--- config.mk ---
export PLATFORM = sky130hd
export DESIGN_NAME = beverage_vend_ctrl
export DESIGN_NICKNAME = d
export VERILOG_FILES = /design/src/rtl/beverage_vend_ctrl.sv
export SDC_FILE = /design/constraint.sdc
export NUM_CORES = 1
export LEC_CHECK = 0
export BUFFER_PORTS_ARGS = -buffer_cell sky130_fd_sc_hd__clkbuf_2
export CELL_PAD_IN_SITES_DETAIL_PLACEMENT = 0
export CELL_PAD_IN_SITES_GLOBAL_PLACEMENT = 1
export CORE_ASPECT_RATIO = 1.25
export CORE_MARGIN = 2
export CORE_UTILIZATION = 45
export CTS_BUF_LIST = sky130_fd_sc_hd__clkbuf_8
export DETAILED_ROUTE_END_ITERATION = 6
export PLACE_DENSITY_LB_ADDON = 0.2
export SLEW_MARGIN = 30
export SYNTH_ARGS = -nofsm -noshare
export SYNTH_HDL_FRONTEND = slang
export SYNTH_SLANG_ARGS = --single-unit
--- constraint.sdc ---
create_clock -name i_clk -period 4 [get_ports i_clk]
set_input_delay 0.8 -clock i_clk [delete_from_list [all_inputs] [get_ports i_clk]]
set_output_delay 0.8 -clock i_clk [all_outputs]
set_load 0.03 [all_outputs]
--- src/rtl/beverage_vend_ctrl.sv ---
// Vending core: coin credit, one-hot drink select, price check, change, timed ingredient sequence.
// Latency: start condition at cycle t -> busy and first ingredient valve at t+1; disp lags credit/change by one cycle.
// Backpressure: none; coins that cannot be taken (overflow, cancel/start same cycle, not idle) pulse o_coin_reject.
//
// Ports:
//   i_clk, i_reset_n        clock, asynchronous active-low reset
//   i_coin_lo, i_coin_hi    single-cycle coin pulses worth COIN_LO / COIN_HI
//   i_cancel                level, refunds the accumulated credit while idle
//   i_drink_sel             debounced switches, exactly one high selects a drink
//   o_credit, o_change      accumulated credit, last change/refund (held)
//   o_change_valid          pulse when o_change is written
//   o_coin_reject           pulse when a coin is refused
//   o_ingredient, o_busy    active valve (one-hot or zero), high while dispensing
//   o_done                  pulse at the end of a drink
//   o_disp                  change if non-zero, otherwise credit (registered)
module beverage_vend_ctrl #(
  parameter int N_DRINKS = 4,
  parameter int N_ING    = 5,
  parameter int CREDIT_W = 4,
  parameter int COIN_LO  = 1,
  parameter int COIN_HI  = 5,
  parameter logic [N_DRINKS*CREDIT_W-1:0] PRICES    = {4'd8, 4'd7, 4'd6, 4'd4},
  parameter logic [N_DRINKS*N_ING-1:0]    RECIPES   = {5'h1F, 5'h0B, 5'h03, 5'h01},
  parameter logic [N_ING*8-1:0]           ING_TICKS = {N_ING{8'd2}},
  parameter int TICK_DIV = 100_000_000
) (
  input  logic                i_clk,
  input  logic                i_reset_n,
  input  logic                i_coin_lo,
  input  logic                i_coin_hi,
  input  logic                i_cancel,
  input  logic [N_DRINKS-1:0] i_drink_sel,
  output logic [CREDIT_W-1:0] o_credit,
  output logic [CREDIT_W-1:0] o_change,
  output logic                o_change_valid,
  output logic                o_coin_reject,
  output logic [N_ING-1:0]    o_ingredient,
  output logic                o_busy,
  output logic                o_done,
  output logic [CREDIT_W-1:0] o_disp
);

  localparam int MAX_CREDIT = (1 << CREDIT_W) - 1;
  localparam int PRE_W      = (TICK_DIV > 1) ? $clog2(TICK_DIV) : 1;
  localparam int IDX_W      = (N_ING > 1) ? $clog2(N_ING) : 1;

  typedef enum logic [1:0] {S_IDLE, S_DISPENSE, S_DONE} state_t;

  state_t              r_state;
  logic [CREDIT_W-1:0] r_credit;
  logic [CREDIT_W-1:0] r_change;
  logic                r_change_vld;
  logic                r_reject;
  logic [N_ING-1:0]    r_ing;
  logic [N_ING-1:0]    r_mask;
  logic [IDX_W-1:0]    r_idx;
  logic                r_busy;
  logic                r_done;
  logic [CREDIT_W-1:0] r_disp;
  logic [PRE_W-1:0]    r_pre;
  logic [7:0]          r_tick;

  logic [CREDIT_W-1:0] w_price;
  logic [N_ING-1:0]    w_recipe;
  logic                w_start;
  logic                w_first_vld;
  logic [IDX_W-1:0]    w_first_idx;
  logic                w_next_vld;
  logic [IDX_W-1:0]    w_next_idx;
  logic [7:0]          w_ticks;
  logic [7:0]          w_tick_end;
  logic                w_pre_end;
  logic                w_any_coin;
  logic [CREDIT_W:0]   w_coin_val;
  logic [CREDIT_W:0]   w_sum;
  logic                w_coin_ok;

  // Drink decode: price/recipe of the single raised switch.
  always_comb begin
    w_price  = '0;
    w_recipe = '0;
    for (int k = 0; k < N_DRINKS; k++) begin
      if (i_drink_sel[k]) begin
        w_price  = PRICES[k*CREDIT_W +: CREDIT_W];
        w_recipe = RECIPES[k*N_ING +: N_ING];
      end
    end
    w_start = $onehot(i_drink_sel) && (r_credit >= w_price);
  end

  // Lowest set bit of the new recipe, and lowest set bit above the current valve.
  // Descending loops so the lowest match is the last assignment.
  always_comb begin
    w_first_vld = 1'b0;
    w_first_idx = '0;
    w_next_vld  = 1'b0;
    w_next_idx  = '0;
    for (int j = N_ING - 1; j >= 0; j--) begin
      if (w_recipe[j]) begin
        w_first_vld = 1'b1;
        w_first_idx = IDX_W'(j);
      end
      if (r_mask[j] && (j > int'(r_idx))) begin
        w_next_vld = 1'b1;
        w_next_idx = IDX_W'(j);
      end
    end
  end

  // Tick budget of the active valve; a zero entry behaves as one tick.
  always_comb begin
    w_ticks = 8'd1;
    for (int j = 0; j < N_ING; j++) begin
      if (j == int'(r_idx)) w_ticks = ING_TICKS[j*8 +: 8];
    end
    w_tick_end = (w_ticks == 8'd0) ? 8'd0 : w_ticks - 8'd1;
    w_pre_end  = (r_pre == PRE_W'(TICK_DIV - 1));
  end

  // Coin sum is one bit wider than credit so overflow is visible.
  always_comb begin
    w_any_coin = i_coin_lo | i_coin_hi;
    w_coin_val = (i_coin_lo ? (CREDIT_W+1)'(COIN_LO) : '0) +
                 (i_coin_hi ? (CREDIT_W+1)'(COIN_HI) : '0);
    w_sum      = {1'b0, r_credit} + w_coin_val;
    w_coin_ok  = (w_sum <= (CREDIT_W+1)'(MAX_CREDIT));
  end

  always_ff @(posedge i_clk or negedge i_reset_n) begin
    if (!i_reset_n) begin
      r_state      <= S_IDLE;
      r_credit     <= '0;
      r_change     <= '0;
      r_change_vld <= 1'b0;
      r_reject     <= 1'b0;
      r_ing        <= '0;
      r_mask       <= '0;
      r_idx        <= '0;
      r_busy       <= 1'b0;
      r_done       <= 1'b0;
      r_disp       <= '0;
      r_pre        <= '0;
      r_tick       <= '0;
    end else begin
      r_change_vld <= 1'b0;
      r_reject     <= 1'b0;
      r_done       <= 1'b0;
      r_disp       <= (r_change != '0) ? r_change : r_credit;
      case (r_state)
        S_IDLE: begin
          if (i_cancel) begin
            r_change     <= r_credit;
            r_credit     <= '0;
            r_change_vld <= 1'b1;
            r_reject     <= w_any_coin;
          end else if (w_start) begin
            r_change     <= r_credit - w_price;
            r_credit     <= '0;
            r_change_vld <= 1'b1;
            r_reject     <= w_any_coin;
            r_mask       <= w_recipe;
            r_idx        <= w_first_idx;
            r_ing        <= w_first_vld ? (N_ING'(1) << w_first_idx) : '0;
            r_pre        <= '0;
            r_tick       <= '0;
            r_busy       <= 1'b1;
            r_state      <= S_DISPENSE;
          end else if (w_any_coin) begin
            if (w_coin_ok) begin
              r_credit <= w_sum[CREDIT_W-1:0];
              r_change <= '0;
            end else begin
              r_reject <= 1'b1;
            end
          end
        end
        S_DISPENSE: begin
          r_reject <= w_any_coin;
          if (r_ing == '0) begin
            // Empty recipe: one idle dispense cycle, then finish.
            r_busy  <= 1'b0;
            r_done  <= 1'b1;
            r_state <= S_DONE;
          end else if (w_pre_end) begin
            r_pre <= '0;
            if (r_tick == w_tick_end) begin
              r_tick <= '0;
              if (w_next_vld) begin
                r_idx <= w_next_idx;
                r_ing <= N_ING'(1) << w_next_idx;
              end else begin
                r_ing   <= '0;
                r_busy  <= 1'b0;
                r_done  <= 1'b1;
                r_state <= S_DONE;
              end
            end else begin
              r_tick <= r_tick + 8'd1;
            end
          end else begin
            r_pre <= r_pre + PRE_W'(1);
          end
        end
        S_DONE: begin
          r_reject <= w_any_coin;
          r_state  <= S_IDLE;
        end
        default: r_state <= S_IDLE;
      endcase
    end
  end

  assign o_credit       = r_credit;
  assign o_change       = r_change;
  assign o_change_valid = r_change_vld;
  assign o_coin_reject  = r_reject;
  assign o_ingredient   = r_ing;
  assign o_busy         = r_busy;
  assign o_done         = r_done;
  assign o_disp         = r_disp;

endmodule
[Word-level counts from Yosys, hierarchy flattened]
Index checks and enable logic that the tools add are counted.
W data, S select, Z words.
Operators by class
  add/subtract/negate cells: 9
  $lt $le $gt $ge: 6
  equality and inequality tests: 18
  shifts and indexed selects: 2
  multiplexer cells: 96
  bitwise logic cells: 2
  reductions and logical operators: 22
Operators with widths (number)
  $mux W27: 4
  $mux W8: 10
  $mux W3: 18
  $pmux W27 S2: 1
  $mux W5: 10
  $mux W4: 11
  $mux W1: 29
  $add A27 B1 Y27 const B: 1
  $eq A27 B27 Y1 const B: 1
  $pmux W8 S2: 1
  $mux W2: 7
  $ne A2 B2 Y1 const B: 6
  $reduce_and A6 Y1: 2
  $pmux W5 S2: 1
  $reduce_and A5 Y1: 2
  $shl A1 B3 Y5 const A: 2
  $eq A3 B3 Y1 const A: 3
  $ne A3 B3 Y1 const B: 3
  $add A8 B1 Y8 const B: 1
  $eq A8 B8 Y1: 1
  $logic_not A8 Y1: 1
  $sub A8 B1 Y8 const B: 1
  $reduce_and A7 Y1: 1
  $gt A2 B3 Y1 const A: 2
  28 further kinds: 36
Storage, ports and cells
  bits in registers: 66
  input port bits: 9
  logic and storage cells: 168

[Depth between registers and ports, before layout]
Gate-level depths: netlist of run 1.
  word-level depth: 14
  depth in mapped cells: 13
  depth with buffers taken out: 10

[Worst setup path after synthesis of run 1]
Ideal clock, no wire load.
  path kind: input to register
  from: input i_drink_sel[0]
  to: register r_mask[1]
  arrival: 3299 ps
  required time: 3875 ps
  slack: 576 ps
  stages: 9
  cells stage by stage: inv_1 > fa_1 > inv_1 > ha_1 > ha_1 > or3b_2 > nor3_1 > nand2_1 > mux2_2
On the way
  longest elaborated chain between the ends: 7
Ends and longest elaborated chain
  from (decl): line 32  | input logic [N_DRINKS-1:0] i_drink_sel,
  $mux W3 (2 in a row): line 83  | if (i_drink_sel[k]) begin
  $mux W4 (2 in a row): line 83
  $ge A4 B4 Y1: line 88  | w_start = $onehot(i_drink_sel) && (r_credit >= w_price);
  $logic_and A1 B1 Y1 *: line 88
  $reduce_and A3 Y1 (no source line) *
  to (signal assigned): line 161  | r_mask <= w_recipe;
  to (decl): line 55  | logic [N_ING-1:0] r_mask;
Mark *: on every way between the ends. The rest lies on a longest branch, timed or not.
A chain may end at the register's enable or synchronous reset.

[Worst setup path after layout of run 1]
  from: input i_drink_sel[3]
  to: register r_ing[1] (netlist: o_ingredient[1])
On the way
  longest elaborated chain between the ends: 11
Ends and longest elaborated chain
  $mux W5: line 83
  $mux W3 (5 in a row): line 99  | if (w_recipe[j]) begin
  $shl A1 B3 Y5: line 163  | r_ing <= w_first_vld ? (N_ING'(1) << w_first_idx) : '0;
  $mux W5: line 163
  $mux W5: line 156  | end else if (w_start) begin
  $mux W5: line 151  | if (i_cancel) begin
  $pmux W5 S2: line 149  | case (r_state)
  to (signal assigned): line 163
  to (signal assigned): line 190  | r_ing <= N_ING'(1) << w_next_idx;
  to (decl): line 54  | logic [N_ING-1:0] r_ing;
Several ways; a longest one is shown, not always the timed one. The select of a mux whose other input is x is not followed.

==> flow_summary.yaml, run 1 <==
cells_and_area:
  syn_to_final_growth_pct: 11.83
  final_nets: 480
  multiInputGateArea_sq_mm: 0.002272
  drive_gt1_share_pct: 19.65
  nFillCells: 845
  final_area_sq_mm: 0.004576
  postLayoutCoreUtil_pct: 52.30
  final_cells: 578
  seq_area_sq_mm: 0.001602
  n_antenna_cell: 0
yosys:
  yosysSeqAreaShare_pct: 39.14
  synth.cell_area_sq_mm: 0.004091
  ys_ff_latch: 64
  synth_cells: 430
  async_flop_share_pct: 100.0
  synth_warnings: 0
  synth_area_leaders: "dfrtp_1 (39%), mux2_2 (6.3%), ha_1 (4.3%), inv_1 (2.8%), nor4_1 (2.6%)"
  synthesis.nets: 456
  ys.flop_type: "dfrtp_1"
  ys_top_cells_by_count: "dfrtp_1 (64), inv_1 (30), mux2_2 (23), nand2_1 (23), nor2_1 (22)"
  avgSynthCellArea_sq_um: 9.515
  synth_most_common_cell: "dfrtp_1"
  synth_top_area_cell: "dfrtp_1"
  synth.top_cell.area_share_pct: 39.14
  synth_edf_count: 0
  ys_types: 66
route:
  drt_pre_antenna_iters: 5
  wl_per_cell_um: 18.16
  vias: 3526
  drtIter0Drc: 210
  route.detailed.drc: 0
  ant_nets: 0
  wirelength_mm: 10.50
  vias_per_cell: 6.100
power_and_ir_drop:
  ir_worst_vdd_uv: 395.5
  leakage_nw: 1.970
  power.total_mw: 2.764
  power.density_mw_per_mm2: 604.0
worst_setup_path:
  endpoint_kind: "register"
  crit_path_max_incr_delay_ns: 0.50
  r2r-end: "r_pre[4]"
  worstRegToRegCells: 7
  crit_chain: "clkbuf_2, inv_1, fa_1, inv_1, ha_1, ha_1, nor3b_1, a21oi_4, a211oi_4, mux2_2"
  cp-start-kind: "input pin"
  crit_buf_inv: 3
  arrival_ns: 3.61
  crit_fanout: 22
  critPathSlowestCell: "a211oi_4"
  reg2reg_from: "r_state[1]"
  worstSetupPathType: "input pin to register"
  r2r_slack_ns: 0.94
  critPathRequiredTime_ns: 4.24
  cp_top_family: "adder cells"
floorplan:
  die_height_um: 110.6
  start_util_pct: 46.77
  pin_count: 30
  fp.dieW_um: 89.29
  dieArea_sq_mm: 0.009875
  coreArea_sq_mm: 0.008748
  placementRows: 38
placement:
  place_congestion: 0.8621
  numPortBuffers: 29
  place_area_sq_mm: 0.004389
  place_inst: 563
  dp_hpwl_mm: 7.256
  place_ws_ns: 0.2733
clock_tree:
  numCtsBuffers: 9
  cts_buffer_depth: 2
  cts_setup_buffers: 0
  cts_hold_buf: 0
  cts_tree: "built"
  insertion_delay_ns: 0.36
  cts_num_sinks: 64
  clkTransAtPathRegs_ns: 0.07
  clock-root-buffer: "clkbuf_8"
  cts_resized: 0
  ctsHtreeMaxLevel: 3
sta:
  setup_ws_ns: 0.6311
  fin_crit_sh_pct: 84.22
  hold-worst-slack_ns: 0.3990
  setup_tns_ns: 0
  maxSlewHeadroom_pct: 32.36
  grt_setup_unrepaired: "false"
  slew_viol_final: 0
  finalSetupViolCount: 0
  finalCriticalPeriod_ns: 3.369
  clock.fmax_mhz: 296.8
  hold_violations: 0
  worstMarginPinSlew_ns: 1.015
  fin_skew_ns: 0.008157
grt:
  track_usage_pct: 22.86
  grt_pass1_wl_mm: 17.68
  antenna_found_initial: 0
  grt_pass1_vias: 3444
  grt_max_degree: 45
  overflow: 0
status:
  status: "finished clean"
min_path:
  holdCritPathClass: "input pin to asynchronous set/reset pin"
job:
  maxCapViolations: 0
## routing by layer
metal | global-route usage (%) | share of wire [%]
met1 | 31.20 | 44
met2 | 35.70 | 51
met3 | 3.214 | 3.2
met4 | 9.950 | 2.0
met5 | 0 | 0
## kinds of logic (layout without fill, tap and decap cells)
| kind of cell | Yosys count | in the layout | share of synthesized area (%) |
|---|---|---|---|
| multiplexers | 30 | 30 | 8.043 |
| AO/OA/AOI/OAI | 116 | 116 | 20.24 |
| XOR/XNOR | 4 | 4 | 0.8564 |
| AND/OR/NAND/NOR | 142 | 142 | 20.37 |
| flip-flops | 64 | 64 | 39.14 |
| adder cells (fa/ha/maj) | 17 | 17 | 5.749 |
| buffers and inverters | 57 | 85 | 5.596 |
## layout make-up
class / count / share of cell area (%)
clock buffers: 10 / 3.008
clock inverters: 5 / 1.066
inverters: 30 / 2.461
multi-input cells: 309 / 49.66
flip-flops and latches: 64 / 35.00
well taps: 120 / 3.281
repair buffers: 40 / 5.524
## power breakdown
group          internal, mW  total [mW]  switching [mW]
combinational         0.446        1.31           0.863
clock                 0.296       0.554           0.258
sequential            0.765       0.901           0.136
## how the worst max path moves through the flow
stage              startpoint         endpoint  slack (ns)  cells past startpoint
2_1_floorplan  i_drink_sel[0]        r_mask[1]        0.58                      9
3_3_place_gp   i_drink_sel[3]        r_pre[21]        0.38                     11
4_1_cts        i_drink_sel[3]  o_ingredient[1]        0.66                     10
6_report       i_drink_sel[3]  o_ingredient[1]        0.63                     10
3_5_place_dp   i_drink_sel[3]  o_ingredient[4]        0.27                     10
5_1_grt        i_drink_sel[1]        r_tick[2]        0.42                     11
## state kept, by name, summed over array words and instances (netlist names)
| name | flops |
|---|---|
| o_change_valid | 1 |
| r_pre | 27 |
| r_state | 2 |
| o_change | 4 |
| o_credit | 4 |
| r_idx | 3 |
| r_mask | 3 |
| r_tick | 8 |
| o_disp | 4 |
| o_ingredient | 5 |
| o_done | 1 |
| o_coin_reject | 1 |
| o_busy | 1 |
## placed cells by master (no fill, tap or decap), types with 11 or more instances in the layout
cell type and instances:
dfrtp_1 64, inv_1 31, clkbuf_2 28, mux2_2 23
nand2_1 23, nor2_1 22, a21oi_1 20, nor4_1 17
a31oi_1 15, nand4_1 15, o31ai_1 14, ha_1 14
nand3_1 11, o21ai_0 11
(Power assumes the default switching activity.)
==> run 2, diff against run 1 <==
--- a/config.mk
+++ b/config.mk
@@ -10,7 +10,7 @@
 export CELL_PAD_IN_SITES_GLOBAL_PLACEMENT = 1
 export CORE_ASPECT_RATIO = 1.25
 export CORE_MARGIN = 2
-export CORE_UTILIZATION = 45
+export CORE_UTILIZATION = 44
 export CTS_BUF_LIST = sky130_fd_sc_hd__clkbuf_8
 export DETAILED_ROUTE_END_ITERATION = 6
 export PLACE_DENSITY_LB_ADDON = 0.2
==> constraint.sdc (replaced) <==
create_clock -name i_clk -period 2.73 [get_ports i_clk]
set_input_delay 0.546 -clock i_clk [delete_from_list [all_inputs] [get_ports i_clk]]
set_output_delay 0.546 -clock i_clk [all_outputs]
set_load 0.03 [all_outputs]
==> run 2 against run 1 <==
Against the previous run:
- the flow now finishes with violations (negative setup slack)
- clock-buffer cell count up 2
- sequential power is 43% higher
- core utilization increased by 5.4 points
- via count up 5.9%
- total power up 66%
- hold slack worse by 0.22 ns
==> flow_summary.yaml, run 2 (synthesized netlist as in run 1, its figures left out) <==
status:
  status: "complete, but fails checks"
  violations: "negative setup slack"
clock_tree:
  numCtsBuffers: 9
  cts_buffer_depth: 2
  clkTransAtPathRegs_ns: 0.07
  clock-root-buffer: "clkbuf_8"
  insertion_delay_ns: 0.36
  ctsHtreeMaxLevel: 3
  cts_num_sinks: 64
  cts_hold_buf: 0
  cts_tree: "built"
worst_setup_path:
  crit_chain: "buf_12, inv_12, fa_1, inv_1, ha_2, ha_4, nor3b_4, a21oi_4, buf_12, nor4_2, mux2_2"
  arrival_ns: 2.98
  crit_fanout: 8
  cp-startpoint: "i_drink_sel[3]"
  critPathRequiredTime_ns: 2.97
  cp_top_family: "adder cells"
  endpoint_kind: "register"
  worstSetupPathType: "input pin to register"
  crit_buf_inv: 4
  crit_top_cell: "buf_12"
  critPathSlowestCell: "fa_1"
  cp-start-kind: "input pin"
  reg2reg_from: "o_credit[0]"
  crit_path_max_incr_delay_ns: 0.52
cells_and_area:
  postLayoutCoreUtil_pct: 57.69
  drive_gt1_share_pct: 31.89
  largest_reg_flops: 27
  top_register: "r_pre"
  final_cells: 631
  n_antenna_cell: 0
  final_cell_mix: "dfrtp_1 (64), buf_4 (51), inv_1 (29), clkbuf_2 (26), nand2_1 (22)"
  final_nets: 529
  syn_to_final_growth_pct: 27.98
  layout.cells.most_common: "dfrtp_1"
sta:
  finalCriticalPeriod_ns: 2.741
  slew_viol_final: 0
  worstMarginPinSlew_ns: 0.6377
  fin_crit_sh_pct: 100.4
  grt_setup_unrepaired: "true"
  fin_skew_ns: 0.009550
  setup_ws_ns: -0.01140
  finalSetupViolCount: 1
  hold-worst-slack_ns: 0.1814
  hold_violations: 0
  clock.fmax_mhz: 364.8
  maxSlewHeadroom_pct: 57.49
placement:
  place_congestion: 0.8364
  dp_hpwl_mm: 7.747
  place_ws_ns: -0.4877
  numPortBuffers: 29
  place_inst: 608
route:
  drtIter0Drc: 186
  ant_nets: 0
  vias: 3734
  wirelength_mm: 11.22
  vias_per_cell: 5.918
  wl_per_cell_um: 17.78
  drt_pre_antenna_iters: 4
  route.detailed.drc: 0
min_path:
  holdCritPathClass: "input pin to asynchronous set/reset pin"
power_and_ir_drop:
  ir_worst_vdd_uv: 583.2
  leakage_nw: 2.282
  power.total_mw: 4.592
  power.density_mw_per_mm2: 877.0
job:
  maxCapViolations: 0
grt:
  track_usage_pct: 23.57
  grt_pass1_vias: 3841
  overflow: 0
  antenna_found_initial: 0
  grt_pass1_wl_mm: 19.00
  grt_max_degree: 42
floorplan:
  placementRows: 39
  fp.dieW_um: 90.25
  pin_count: 30
  die_height_um: 111.8
  start_util_pct: 45.08
  dieArea_sq_mm: 0.01009
  coreArea_sq_mm: 0.009076
==> run 2: stage by stage <==
stage / area [sq um] / TNS, ns
2_1_floorplan: 4258 / -1.567
3_3_place_gp: 4840 / -19.21
3_5_place_dp: 4840 / -20.75
4_1_cts: 5141 / 0
5_1_grt: 5236 / -0.1420
6_report: 5236 / -0.01140
==> run 2: worst register-to-register path, stage by stage (launching register included) <==
cell	delay [ns]
dfrtp_1	0.39
inv_1	0.10
ha_1	0.17
inv_1	0.05
fa_1	0.40
a21oi_2	0.16
o21ai_1	0.14
a21oi_4	0.49
buf_12	0.20
nor4_1	0.06
mux2_4	0.32
==> run 2: path summary, 6_finish.rpt <==
path	end	slack (ns)	depth (start not counted)
max	r_pre[26]	-0.01	11
max in group asynchronous	r_idx[0]	1.83	2
min reg2reg	r_mask[1]	0.50	1
min in group i_clk	r_mask[2]	0.46	2
min	r_pre[3]	0.18	1
max reg2reg	r_pre[20]	0.13	10
==> run 2: area by class of cell <==
cell class | count | area, sq um
clock inverter | 4 | 18.77
multi-input combinational | 309 | 2454
sequential | 64 | 1602
fill | 812 | 3840
inverter | 30 | 127.6
clock buffer | 12 | 165.2
timing repair buffer | 89 | 715.7
tap | 123 | 153.9
==> run 2: per-layer routing <==
layer  wire [um]  GRT usage [%]
met1        4726          28.19
met2        5773          40.25
met3         395          4.668
met4         324          12.21
met5           0              0
==> run 2: timing repair <==
| item | in CTS | in global routing |
|---|---|---|
| setup endpoints to repair | 35 | 31 |
| gates resized for setup | 12 | 15 |
| setup buffers | 4 | 1 |
| cloned | 1 | 1 |
| pin swaps | 2 | 6 |
==> run 2: power by group <==
part / internal, mW / switching, mW
combinational: 1.05 / 1.48
sequential: 1.12 / 0.165
clock: 0.396 / 0.382
==> run 3, diff against run 2 <==
--- a/config.mk
+++ b/config.mk
@@ -14,6 +14,7 @@
 export CTS_BUF_LIST = sky130_fd_sc_hd__clkbuf_8
 export DETAILED_ROUTE_END_ITERATION = 6
 export PLACE_DENSITY_LB_ADDON = 0.2
+export SETUP_SLACK_MARGIN = 0.3
 export SLEW_MARGIN = 30
 export SYNTH_ARGS = -nofsm -noshare
 export SYNTH_HDL_FRONTEND = slang
==> run 3 against run 2 <==
Against the previous run:
- the flow now finishes without violations
- clock skew up 0.0026 ns
- sequential share of layout area down 3.1 points
- via count up 3.5%
- clock power up 8.4%
==> flow_summary.yaml, run 3 (synthesized netlist as in run 1, its figures left out) <==
sta:
  finalSetupViolCount: 0
  fin_skew_ns: 0.01214
  worstMarginPinSlew_ns: 0.7550
  fin_crit_sh_pct: 96.43
  clock.fmax_mhz: 379.8
  maxSlewHeadroom_pct: 49.66
  setup_ws_ns: 0.09737
  grt_setup_unrepaired: "true"
  finalCriticalPeriod_ns: 2.633
  hold_violations: 0
  slew_viol_final: 0
cells_and_area:
  layout.cells.most_common: "dfrtp_1"
  final_nets: 549
  final_area_sq_mm: 0.005833
  n_antenna_cell: 0
  final_cells: 651
  largest_reg_flops: 27
  top_register: "r_pre"
  drive_gt1_share_pct: 40.53
  final_cell_mix: "dfrtp_1 (64), buf_4 (54), inv_1 (29), clkbuf_2 (26), nand2_1 (21)"
  syn_to_final_growth_pct: 42.57
worst_setup_path:
  endpoint_kind: "register"
  crit_fanout: 5
  arrival_ns: 2.89
  cp-start-kind: "input pin"
  critPathRequiredTime_ns: 2.99
  worstSetupPathType: "input pin to register"
  reg2reg_from: "r_pre[17]"
  cp-startpoint: "i_drink_sel[1]"
  r2r_slack_ns: 0.27
route:
  wl_per_cell_um: 18.58
  drt_pre_antenna_iters: 5
  drtIter0Drc: 140
  ant_nets: 0
  wirelength_mm: 12.10
  vias_per_cell: 5.939
  vias: 3866
  route.detailed.drc: 0
job:
  maxCapViolations: 0
floorplan:
  fp.dieW_um: 90.25
  start_util_pct: 45.08
  pin_count: 30
  die_height_um: 111.8
  placementRows: 39
  dieArea_sq_mm: 0.01009
  coreArea_sq_mm: 0.009076
clock_tree:
  cts_buffer_depth: 2
  clock-root-buffer: "clkbuf_8"
  cts_tree: "built"
  cts_num_sinks: 64
  numCtsBuffers: 9
  insertion_delay_ns: 0.36
  clkTransAtPathRegs_ns: 0.08
  ctsHtreeMaxLevel: 3
  cts_hold_buf: 0
grt:
  grt_pass1_vias: 4021
  track_usage_pct: 24.82
  grt_max_degree: 36
  antenna_found_initial: 0
  overflow: 0
  grt_pass1_wl_mm: 20.02
placement:
  numPortBuffers: 29
  place_area_sq_mm: 0.004920
  dp_hpwl_mm: 8.101
  place_inst: 612
  place_ws_ns: -0.4821
  place_congestion: 0.8135
power_and_ir_drop:
  power.density_mw_per_mm2: 900.6
  leakage_nw: 2.501
  ir_worst_vdd_uv: 590.0
  power.total_mw: 5.253
status:
  status: "finished clean"
min_path:
  holdCritPathClass: "input pin to asynchronous set/reset pin"
==> run 3: changes by cell type in the layout (fill, tap and decap cells not counted), moves of 4 or more <==
cell,change
mux2_2,-6
nor4_2,-5
a21oi_2,+5
a21oi_1,-5
nor4_4,+8
o31ai_2,+4
mux2_4,+6
buf_6,+15
o31ai_1,-5
==> run 3: worst paths after layout <==
check / end / depth (start not counted)
setup / recovery: r_idx[0] / 11
hold / removal: r_pre[15] / 1
setup reg to reg: o_ingredient[1] / 6
hold reg to reg: r_mask[1] / 1
max in group asynchronous: o_coin_reject / 2
min in group i_clk: r_mask[1] / 1
==> run 3: metrics by stage <==
| stage | utilization (%) | hold WS (ns) | TNS [ns] |
|---|---|---|---|
| 6_report | 64.27 | 0.2539 | 0 |
| 2_1_floorplan | - | 0.2504 | -1.821 |
| 5_1_grt | 64.27 | 0.3101 | 0 |
| 3_3_place_gp | 54.20 | 0.4861 | -16.45 |
| 4_1_cts | 61.79 | 0.2708 | 0 |
| 3_5_place_dp | 54.20 | 0.4958 | -17.94 |
==> run 3: metal layers <==
layer / track usage [%] / vias up / wire length, um
met1: 28.87 / 1939 / 5073
met2: 44.36 / 60 / 6441
li1: - / 1842 / -
met5: 0 / - / 0
met4: 11.38 / 0 / 293
met3: 4.398 / 25 / 286
==> run 3: where the power goes <==
group          switching, mW  internal, mW
Sequential             0.177          1.12
Clock                  0.422         0.421
Combinational           1.75          1.36
==> run 3: layout make-up <==
cell class | instances | area, sq um
clock buffer | 9 | 123.9
clock inverter | 7 | 73.82
fill | 773 | 3243
inverter | 30 | 132.6
multi-input combinational | 309 | 2785
sequential | 64 | 1602
tap | 123 | 153.9
timing repair buffer | 109 | 962.2
==> run 3: critical path, cell delays in order <==
cell and delay, ns:
clkbuf_16 0.11, inv_8 0.03, fa_1 0.52, inv_1 0.04
ha_2 0.17, ha_4 0.22, or3b_4 0.40, o21ai_4 0.24
buf_6 0.14, o2111ai_4 0.13, mux2_2 0.31
==> run 3: repair_timing <==
item                       in CTS  in global routing
setup endpoints to repair      57                 56
cloned                          3                  0
resized for setup              63                 31
buffers inserted               14                  6
hold endpoints to repair        0                  0
pin swaps                      32                 11
